===== src/rtl/lsu_if.sv =====
// Execute-stage request, memory bus and writeback bundle of the load/store unit.
// The lsu uses the slave modport; the surrounding pipeline/memory uses master.
interface lsu_if #(
  parameter int unsigned XLEN = 32
);
  logic            req_valid_i;
  logic            req_ready_o;
  logic            req_is_load_i;
  logic            req_is_store_i;
  logic [2:0]      req_funct3_i;
  logic [XLEN-1:0] req_alu_i;
  logic [XLEN-1:0] req_sdata_i;
  logic [4:0]      req_rd_i;
  logic            req_wen_i;

  logic            mem_req_valid_o;
  logic            mem_req_ready_i;
  logic            mem_req_we_o;
  logic [XLEN-1:0] mem_req_addr_o;
  logic [XLEN-1:0] mem_req_wdata_o;
  logic [3:0]      mem_req_wmask_o;
  logic            mem_rsp_valid_i;
  logic [XLEN-1:0] mem_rsp_rdata_i;
  logic            mem_rsp_err_i;

  logic            wb_valid_o;
  logic            wb_wen_o;
  logic [4:0]      wb_rd_o;
  logic [XLEN-1:0] wb_e_wdata_o;
  logic            wb_is_load_o;
  logic [XLEN-1:0] wb_m_wdata_o;
  logic            err_o;
  logic [XLEN-1:0] err_addr_o;

  modport slave (
    input  req_valid_i, req_is_load_i, req_is_store_i, req_funct3_i,
           req_alu_i, req_sdata_i, req_rd_i, req_wen_i,
           mem_req_ready_i, mem_rsp_valid_i, mem_rsp_rdata_i, mem_rsp_err_i,
    output req_ready_o, mem_req_valid_o, mem_req_we_o, mem_req_addr_o,
           mem_req_wdata_o, mem_req_wmask_o, wb_valid_o, wb_wen_o, wb_rd_o,
           wb_e_wdata_o, wb_is_load_o, wb_m_wdata_o, err_o, err_addr_o
  );

  modport master (
    output req_valid_i, req_is_load_i, req_is_store_i, req_funct3_i,
           req_alu_i, req_sdata_i, req_rd_i, req_wen_i,
           mem_req_ready_i, mem_rsp_valid_i, mem_rsp_rdata_i, mem_rsp_err_i,
    input  req_ready_o, mem_req_valid_o, mem_req_we_o, mem_req_addr_o,
           mem_req_wdata_o, mem_req_wmask_o, wb_valid_o, wb_wen_o, wb_rd_o,
           wb_e_wdata_o, wb_is_load_o, wb_m_wdata_o, err_o, err_addr_o
  );
endinterface


===== src/rtl/lsu.sv =====
// Load/store unit: one instruction at a time, at most one memory access,
// one-cycle registered writeback bundle or error strobe.
module lsu #(
  parameter int unsigned XLEN = 32
) (
  input  logic  clk_i,
  input  logic  rst_i,
  lsu_if.slave  bus
);
  typedef enum logic [1:0] {IDLE, REQ, RSP, WB} state_t;

  state_t          r_state, w_next;
  logic            w_accept, w_is_mem, w_f3_ok, w_align_ok, w_legal;
  logic [XLEN-1:0] w_wdata, w_ldata;
  logic [3:0]      w_wmask;
  logic [7:0]      w_byte;
  logic [15:0]     w_half;

  logic            r_is_load, r_wen;
  logic [4:0]      r_rd;
  logic [2:0]      r_funct3;
  logic [XLEN-1:0] r_alu;
  logic            r_mem_valid, r_mem_we;
  logic [XLEN-1:0] r_mem_addr, r_mem_wdata;
  logic [3:0]      r_mem_wmask;
  logic            r_wb_valid, r_wb_wen, r_wb_is_load, r_err;
  logic [4:0]      r_wb_rd;
  logic [XLEN-1:0] r_wb_e, r_wb_m, r_err_addr;

  assign bus.req_ready_o = (r_state == IDLE) && !rst_i;
  assign w_accept        = bus.req_valid_i && bus.req_ready_o;
  assign w_is_mem        = bus.req_is_load_i || bus.req_is_store_i;
  assign w_legal         = w_f3_ok && w_align_ok;

  always_comb begin
    w_f3_ok    = 1'b0;
    w_align_ok = 1'b1;
    if (bus.req_is_load_i && !bus.req_is_store_i)
      w_f3_ok = bus.req_funct3_i inside {3'b000, 3'b001, 3'b010, 3'b100, 3'b101};
    else if (bus.req_is_store_i && !bus.req_is_load_i)
      w_f3_ok = bus.req_funct3_i inside {3'b000, 3'b001, 3'b010};
    case (bus.req_funct3_i[1:0])
      2'b01:   w_align_ok = !bus.req_alu_i[0];
      2'b10:   w_align_ok = (bus.req_alu_i[1:0] == 2'b00);
      default: w_align_ok = 1'b1;
    endcase
  end

  always_comb begin
    w_wdata = bus.req_sdata_i;
    w_wmask = 4'b1111;
    case (bus.req_funct3_i[1:0])
      2'b00: begin
        w_wdata = {4{bus.req_sdata_i[7:0]}};
        w_wmask = 4'b0001 << bus.req_alu_i[1:0];
      end
      2'b01: begin
        w_wdata = {2{bus.req_sdata_i[15:0]}};
        w_wmask = 4'b0011 << bus.req_alu_i[1:0];
      end
      default: ;
    endcase
  end

  // Halfword loads are known aligned, so only addr[1] selects the half.
  assign w_byte = bus.mem_rsp_rdata_i[{r_alu[1:0], 3'b000} +: 8];
  assign w_half = bus.mem_rsp_rdata_i[{r_alu[1], 4'b0000} +: 16];

  always_comb begin
    w_ldata = bus.mem_rsp_rdata_i;
    case (r_funct3)
      3'b000:  w_ldata = {{24{w_byte[7]}}, w_byte};
      3'b001:  w_ldata = {{16{w_half[15]}}, w_half};
      3'b100:  w_ldata = {24'b0, w_byte};
      3'b101:  w_ldata = {16'b0, w_half};
      default: w_ldata = bus.mem_rsp_rdata_i;
    endcase
  end

  always_ff @(posedge clk_i or posedge rst_i) begin
    if (rst_i) r_state <= IDLE;
    else       r_state <= w_next;
  end

  always_comb begin
    w_next = r_state;
    case (r_state)
      IDLE:    if (w_accept) w_next = (w_is_mem && w_legal) ? REQ : WB;
      REQ:     if (bus.mem_req_ready_i) w_next = RSP;
      RSP:     if (bus.mem_rsp_valid_i) w_next = WB;
      WB:      w_next = IDLE;
      default: w_next = IDLE;
    endcase
  end

  // Writeback/error registers default to 0 every cycle and are loaded only on
  // entry to WB, which makes them a one-cycle pulse.
  always_ff @(posedge clk_i or posedge rst_i) begin
    if (rst_i) begin
      r_is_load <= 1'b0;  r_wen <= 1'b0;  r_rd <= '0;  r_funct3 <= '0;  r_alu <= '0;
      r_mem_valid <= 1'b0;  r_mem_we <= 1'b0;  r_mem_addr <= '0;
      r_mem_wdata <= '0;  r_mem_wmask <= '0;
      r_wb_valid <= 1'b0;  r_wb_wen <= 1'b0;  r_wb_is_load <= 1'b0;  r_err <= 1'b0;
      r_wb_rd <= '0;  r_wb_e <= '0;  r_wb_m <= '0;  r_err_addr <= '0;
    end else begin
      r_wb_valid <= 1'b0;  r_wb_wen <= 1'b0;  r_wb_is_load <= 1'b0;  r_err <= 1'b0;
      r_wb_rd <= '0;  r_wb_e <= '0;  r_wb_m <= '0;  r_err_addr <= '0;
      case (r_state)
        IDLE: if (w_accept) begin
          r_is_load <= bus.req_is_load_i;
          r_wen     <= bus.req_wen_i;
          r_rd      <= bus.req_rd_i;
          r_funct3  <= bus.req_funct3_i;
          r_alu     <= bus.req_alu_i;
          if (!w_is_mem) begin
            r_wb_valid <= 1'b1;
            r_wb_wen   <= bus.req_wen_i;
            r_wb_rd    <= bus.req_rd_i;
            r_wb_e     <= bus.req_alu_i;
          end else if (!w_legal) begin
            r_wb_valid <= 1'b1;
            r_wb_rd    <= bus.req_rd_i;
            r_wb_e     <= bus.req_alu_i;
            r_err      <= 1'b1;
            r_err_addr <= bus.req_alu_i;
          end else begin
            r_mem_valid <= 1'b1;
            r_mem_we    <= bus.req_is_store_i;
            r_mem_addr  <= {bus.req_alu_i[XLEN-1:2], 2'b00};
            r_mem_wdata <= w_wdata;
            r_mem_wmask <= w_wmask;
          end
        end
        REQ: if (bus.mem_req_ready_i) r_mem_valid <= 1'b0;
        RSP: if (bus.mem_rsp_valid_i) begin
          r_wb_valid <= 1'b1;
          r_wb_rd    <= r_rd;
          r_wb_e     <= r_alu;
          if (bus.mem_rsp_err_i) begin
            r_err      <= 1'b1;
            r_err_addr <= r_alu;
          end else begin
            r_wb_wen     <= r_wen && r_is_load;
            r_wb_is_load <= r_is_load;
            r_wb_m       <= r_is_load ? w_ldata : '0;
          end
        end
        default: ;
      endcase
    end
  end

  assign bus.mem_req_valid_o = r_mem_valid;
  assign bus.mem_req_we_o    = r_mem_we;
  assign bus.mem_req_addr_o  = r_mem_addr;
  assign bus.mem_req_wdata_o = r_mem_wdata;
  assign bus.mem_req_wmask_o = r_mem_wmask;
  assign bus.wb_valid_o      = r_wb_valid;
  assign bus.wb_wen_o        = r_wb_wen;
  assign bus.wb_rd_o         = r_wb_rd;
  assign bus.wb_e_wdata_o    = r_wb_e;
  assign bus.wb_is_load_o    = r_wb_is_load;
  assign bus.wb_m_wdata_o    = r_wb_m;
  assign bus.err_o           = r_err;
  assign bus.err_addr_o      = r_err_addr;
endmodule


===== src/flat_wrapper.sv =====
// flat-port wrapper written by rule: the top's interface ports become plain ports
module lsu_flat 
#(
  parameter int unsigned XLEN = 32
)
  (clk_i, rst_i, bus_req_valid_i, bus_req_is_load_i, bus_req_is_store_i, bus_req_funct3_i, bus_req_alu_i, bus_req_sdata_i, bus_req_rd_i, bus_req_wen_i, bus_mem_req_ready_i, bus_mem_rsp_valid_i, bus_mem_rsp_rdata_i, bus_mem_rsp_err_i, bus_req_ready_o, bus_mem_req_valid_o, bus_mem_req_we_o, bus_mem_req_addr_o, bus_mem_req_wdata_o, bus_mem_req_wmask_o, bus_wb_valid_o, bus_wb_wen_o, bus_wb_rd_o, bus_wb_e_wdata_o, bus_wb_is_load_o, bus_wb_m_wdata_o, bus_err_o, bus_err_addr_o);
  lsu_if #(.XLEN(XLEN)) bus_i ();
  input  logic clk_i;
  input  logic rst_i;
  input wire logic [$bits(bus_i.req_valid_i)-1:0] bus_req_valid_i;
  input wire logic [$bits(bus_i.req_is_load_i)-1:0] bus_req_is_load_i;
  input wire logic [$bits(bus_i.req_is_store_i)-1:0] bus_req_is_store_i;
  input wire logic [$bits(bus_i.req_funct3_i)-1:0] bus_req_funct3_i;
  input wire logic [$bits(bus_i.req_alu_i)-1:0] bus_req_alu_i;
  input wire logic [$bits(bus_i.req_sdata_i)-1:0] bus_req_sdata_i;
  input wire logic [$bits(bus_i.req_rd_i)-1:0] bus_req_rd_i;
  input wire logic [$bits(bus_i.req_wen_i)-1:0] bus_req_wen_i;
  input wire logic [$bits(bus_i.mem_req_ready_i)-1:0] bus_mem_req_ready_i;
  input wire logic [$bits(bus_i.mem_rsp_valid_i)-1:0] bus_mem_rsp_valid_i;
  input wire logic [$bits(bus_i.mem_rsp_rdata_i)-1:0] bus_mem_rsp_rdata_i;
  input wire logic [$bits(bus_i.mem_rsp_err_i)-1:0] bus_mem_rsp_err_i;
  output wire logic [$bits(bus_i.req_ready_o)-1:0] bus_req_ready_o;
  output wire logic [$bits(bus_i.mem_req_valid_o)-1:0] bus_mem_req_valid_o;
  output wire logic [$bits(bus_i.mem_req_we_o)-1:0] bus_mem_req_we_o;
  output wire logic [$bits(bus_i.mem_req_addr_o)-1:0] bus_mem_req_addr_o;
  output wire logic [$bits(bus_i.mem_req_wdata_o)-1:0] bus_mem_req_wdata_o;
  output wire logic [$bits(bus_i.mem_req_wmask_o)-1:0] bus_mem_req_wmask_o;
  output wire logic [$bits(bus_i.wb_valid_o)-1:0] bus_wb_valid_o;
  output wire logic [$bits(bus_i.wb_wen_o)-1:0] bus_wb_wen_o;
  output wire logic [$bits(bus_i.wb_rd_o)-1:0] bus_wb_rd_o;
  output wire logic [$bits(bus_i.wb_e_wdata_o)-1:0] bus_wb_e_wdata_o;
  output wire logic [$bits(bus_i.wb_is_load_o)-1:0] bus_wb_is_load_o;
  output wire logic [$bits(bus_i.wb_m_wdata_o)-1:0] bus_wb_m_wdata_o;
  output wire logic [$bits(bus_i.err_o)-1:0] bus_err_o;
  output wire logic [$bits(bus_i.err_addr_o)-1:0] bus_err_addr_o;
  assign bus_i.req_valid_i = bus_req_valid_i;
  assign bus_i.req_is_load_i = bus_req_is_load_i;
  assign bus_i.req_is_store_i = bus_req_is_store_i;
  assign bus_i.req_funct3_i = bus_req_funct3_i;
  assign bus_i.req_alu_i = bus_req_alu_i;
  assign bus_i.req_sdata_i = bus_req_sdata_i;
  assign bus_i.req_rd_i = bus_req_rd_i;
  assign bus_i.req_wen_i = bus_req_wen_i;
  assign bus_i.mem_req_ready_i = bus_mem_req_ready_i;
  assign bus_i.mem_rsp_valid_i = bus_mem_rsp_valid_i;
  assign bus_i.mem_rsp_rdata_i = bus_mem_rsp_rdata_i;
  assign bus_i.mem_rsp_err_i = bus_mem_rsp_err_i;
  assign bus_req_ready_o = bus_i.req_ready_o;
  assign bus_mem_req_valid_o = bus_i.mem_req_valid_o;
  assign bus_mem_req_we_o = bus_i.mem_req_we_o;
  assign bus_mem_req_addr_o = bus_i.mem_req_addr_o;
  assign bus_mem_req_wdata_o = bus_i.mem_req_wdata_o;
  assign bus_mem_req_wmask_o = bus_i.mem_req_wmask_o;
  assign bus_wb_valid_o = bus_i.wb_valid_o;
  assign bus_wb_wen_o = bus_i.wb_wen_o;
  assign bus_wb_rd_o = bus_i.wb_rd_o;
  assign bus_wb_e_wdata_o = bus_i.wb_e_wdata_o;
  assign bus_wb_is_load_o = bus_i.wb_is_load_o;
  assign bus_wb_m_wdata_o = bus_i.wb_m_wdata_o;
  assign bus_err_o = bus_i.err_o;
  assign bus_err_addr_o = bus_i.err_addr_o;
  lsu #(.XLEN(XLEN)) u_core (.clk_i(clk_i), .rst_i(rst_i), .bus(bus_i));
endmodule

===== config.mk =====
export PLATFORM = sky130hd
export DESIGN_NAME = lsu_flat
export DESIGN_NICKNAME = d
export VERILOG_FILES = /design/src/rtl/lsu_if.sv /design/src/rtl/lsu.sv /design/src/flat_wrapper.sv
export SDC_FILE = /design/constraint.sdc
export NUM_CORES = 1
export LEC_CHECK = 0
export ABC_AREA = 1
export BUFFER_PORTS_ARGS = -buffer_cell sky130_fd_sc_hd__buf_2
export CAP_MARGIN = 10
export CORE_MARGIN = 3
export CORE_UTILIZATION = 35
export DETAILED_ROUTE_END_ITERATION = 6
export SLEW_MARGIN = 30
export SYNTH_ARGS = -nofsm -noshare
export SYNTH_HDL_FRONTEND = slang
export SYNTH_SLANG_ARGS = --single-unit

===== constraint.sdc =====
create_clock -name clk_i -period 9.45 [get_ports clk_i]
set_clock_uncertainty 0.2 [all_clocks]
set_input_delay 0.4725 -clock clk_i [delete_from_list [all_inputs] [get_ports clk_i]]
set_output_delay 0.4725 -clock clk_i [all_outputs]
set_load 0.005 [all_outputs]

==> summary.md <==
| Metric | Value |
|---|---|
| Status | `complete, no violations` |
| Reg-to-reg startpoint | `u_core.r_state[1]` |
| Iteration-0 DRC Markers | `539` |
| Die X | `167 um` |
| Worst Path Required | `9.70 ns` |
| Commonest non-fill, non-tap cell in the layout | `buf_2` |
| TritonCTS clock tree | `yes` |
| Clk buf depth | `3` |
| Post-Route WL | `27,900 um` |
| Largest family of logic cells by synthesized area | `simple AND/OR/NAND/NOR gates` |
| Residual DRC count | `0` |
| Worst Path Class, Setup | `primary input to flop` |
| Worst hold start | `bus_req_alu_i[23]` |
| Biggest cell delay along the critical path | `0.55 ns` |
| CTS Hold Bufs | `43` |
| Clk slew on worst S/H paths | `0.06 ns` |
| Hold EP | `u_core.bus.mem_req_addr_o[23]` |
| Ys Warns | `0` |
| Cell Rows | `58` |
| Worst min path class | `primary input to flop` |
| Filler cells | `2,488` |
| Post-Synthesis Cell Area | `0.00904 mm^2` |
| CTS buffer count | `24` |
| Largest net degree at the start of global routing | `90` |
| Post-synthesis mux area share | `0%` |
| Vias/cell | `4.91` |
| Post-DRT Antenna Nets | `0` |
| Yosys top cell area share | `60.1%` |
| Vias in the first global route | `8,133` |
| Compound-gate portion of the synthesized area | `13.7%` |
| Synth Area in XOR/XNOR | `0%` |
| WP data arrival | `4.22 ns` |
| Simple-Gate Fraction of Synth Area | `18.2%` |
| Crit-path max FO | `57` |
| Ant diodes | `0` |
| Critical-path cell list | `buf_2 -> inv_1 -> ha_1 -> nor2_2 -> o21ai_1 -> nand3_4 -> buf_4 -> nor2_4 -> buf_4 -> nand2_1 -> nand2_1` |
| Total negative slack | `0 ns` |
| VDD IR max | `0.122 mV` |
| DIE AREA | `0.0278 mm^2` |
| R2R cell count | `7` |
| Max-slew violation count | `0` |
| Crit-path slowest cell | `nand3_4` |
| Largest cells by area after synthesis | `dfrtp_1 (60%), nand2_1 (11%), o21ai_0 (7.4%)` |
| Sequential fraction of the synthesis area | `60.1%` |
| Mapped Avg Cell Area | `8.96 um^2` |
| Syn-to-layout area delta | `31.8%` |
| Synth async-reset ratio | `100%` |
| RD Place Congestion | `0.827` |
| Final Hold Viols | `0` |
| HPWL Detailed | `18,600 um` |
| Final Setup Violations | `0` |
| Period utilization | `41.9%` |
| RSZ-0062 raised after global routing | `no` |
| Synth Area in Adders | `0.969%` |
| Leakage | `6.62 nW` |
| Worst slew margin relative to its limit | `39.1%` |
| Port buffer count | `286` |
| Clk root buf | `clkbuf_16` |
| Antenna violations before repair | `5` |
| Top-level I/O count | `289` |
| Achievable Freq | `252 MHz` |
| Post-synth EDFFs | `0` |
| Ratio of cells with drive above 1 in the final layout | `26.1%` |
| Pre-CTS setup slack | `4.95 ns` |
| Gate Count Post-Synth | `1,009` |
| DRT Pass-1 Iters | `5` |
| Yosys top cell by area | `dfrtp_1` |
| Power Density | `266 mW/mm^2` |
| GRT overflow | `0` |
| H-tree depth | `1` |
| Fin crit period | `3.96 ns` |
| CTS resizes | `0` |
| Routed WL per cell | `16.8 um` |
| Worst skew pair latency | `0.52 ns` |
| First-pass GRT wire length | `44,400 um` |
| Hold depth | `3` |
| Max Cap Violations | `0` |
| Clock sinks | `217` |
| Via Count | `8,168` |
| Initial cell density of the core | `35.8%` |
| Synth Flop Type | `dfrtp_1` |
| Number of setup buffers added after CTS | `0` |
| Final Net Count | `1,434` |
| Worst-Margin Slew | `0.913 ns` |
| Final WS setup | `5.49 ns` |
| Startpoint Class | `primary input` |
| R2r endpoint | `u_core.bus.mem_req_wdata_o[28]` |
| Flop-to-flop setup slack | `6.49 ns` |
| Core area | `0.0253 mm^2` |
| Most frequent cells in the layout | `buf_2 (286), nand2_1 (275), dfrtp_1 (217), o21ai_0 (134), nor2_1 (77)` |
| Critical path capture point type | `flop` |
| Die H | `167 um` |
| Unique masters post-synth | `32` |
| Total Routing Usage GR | `19.6%` |
| Register bit total from synthesis | `217` |
## flip-flops by register name (all words and copies together), names as in the netlist, 2 cells and up
register / flops
u_core.r_rd: 5
u_core.bus.mem_req_addr_o: 30
u_core.bus.err_addr_o: 32
u_core.bus.mem_req_wdata_o: 32
u_core.r_state: 2
u_core.r_funct3: 3
u_core.bus.wb_e_wdata_o: 32
u_core.bus.wb_m_wdata_o: 32
u_core.bus.mem_req_wmask_o: 4
u_core.r_alu: 32
u_core.bus.wb_rd_o: 5
## worst max-delay path: cells and delay by family
kind	cells	cell delay [ns]
and+or+nand+nor	5	1.62
buffers and inverters	4	1.25
adders and majority gates	1	0.51
AOI/OAI and AO/OA	1	0.28
## report_power, final
group          total [mW]  switching (mW)  internal [mW]
Clock               0.918           0.377          0.541
Sequential           1.34           0.127           1.22
Combinational       0.910           0.568          0.342
Total                3.17            1.07           2.10
## worst max-delay path by stage
stage,from,endpoint,slack [ns],cells after the start
4_1_cts,rst_i,u_core.bus.mem_req_wdata_o[24],5.42,8
3_3_place_gp,bus_req_funct3_i[1],u_core.bus.mem_req_wdata_o[31],5.02,11
5_1_grt,bus_req_funct3_i[1],u_core.bus.mem_req_wdata_o[20],5.13,11
3_5_place_dp,bus_req_funct3_i[1],u_core.bus.mem_req_wdata_o[4],4.95,11
6_report,bus_req_funct3_i[1],u_core.bus.mem_req_wdata_o[28],5.49,11
2_1_floorplan,rst_i,u_core.bus.err_addr_o[14],2.51,7
## layer usage
metal	up-vias	wire length, um	track usage (%)
met4	10	760	6.35
li1	3891	-	-
met3	65	2260	4.72
met1	3859	12200	26.6
met5	-	69	0
met2	343	12700	31.1
## final cells by class
type	instances	area, um^2	share of cell area, %
Clock buffer	33	654	5.49
Clock inverter	11	121	1.02
Inverter	81	312	2.62
Multi-Input combinational cell	653	3030	25.4
Sequential cell	217	5430	45.6
Tap cell	330	413	3.47
Timing Repair Buffer	337	1950	16.4
## per-stage QoR
stage | util [%] | hold slack (ns) | std cells | area, um^2 | total power, mW
2_1_floorplan | - | 0.253 | 1010 | 9040 | 1.85
3_3_place_gp | 42.2 | 0.255 | 1573 | 10600 | 2.24
3_5_place_dp | 42.2 | 0.264 | 1573 | 10700 | 2.26
4_1_cts | 47.0 | 0.00221 | 1660 | 11900 | 3.21
5_1_grt | 47.2 | 0.000580 | 1662 | 11900 | 3.40
6_report | 47.2 | 0.0169 | 1662 | 11900 | 3.17
## cell usage after synthesis, types with 3 or more instances
cell type  instances
nor2_1            77
o31ai_1            3
o21ai_0          134
buf_1              3
dfrtp_1          217
nand2_1          276
inv_1             75
o21ai_1           21
buf_4              4
clkinv_1           3
inv_2              3
nand3_1           35
clkbuf_1          31
o22ai_1           44
a21oi_1           27
buf_6              9
ha_1               7
nor4_1             6
nor3_1             8
buf_2             12
## logic make-up (layout without fill, tap and decap cells)
| family | count (synthesis) | count (layout) |
|---|---|---|
| other | 1 | 2 |
| AOI/OAI and AO/OA | 233 | 233 |
| and+or+nand+nor | 411 | 411 |
| buffers and inverters | 140 | 462 |
| adders and majority gates | 7 | 7 |
| DFF | 217 | 217 |
Note: power is estimated with default switching activity, not from simulation.
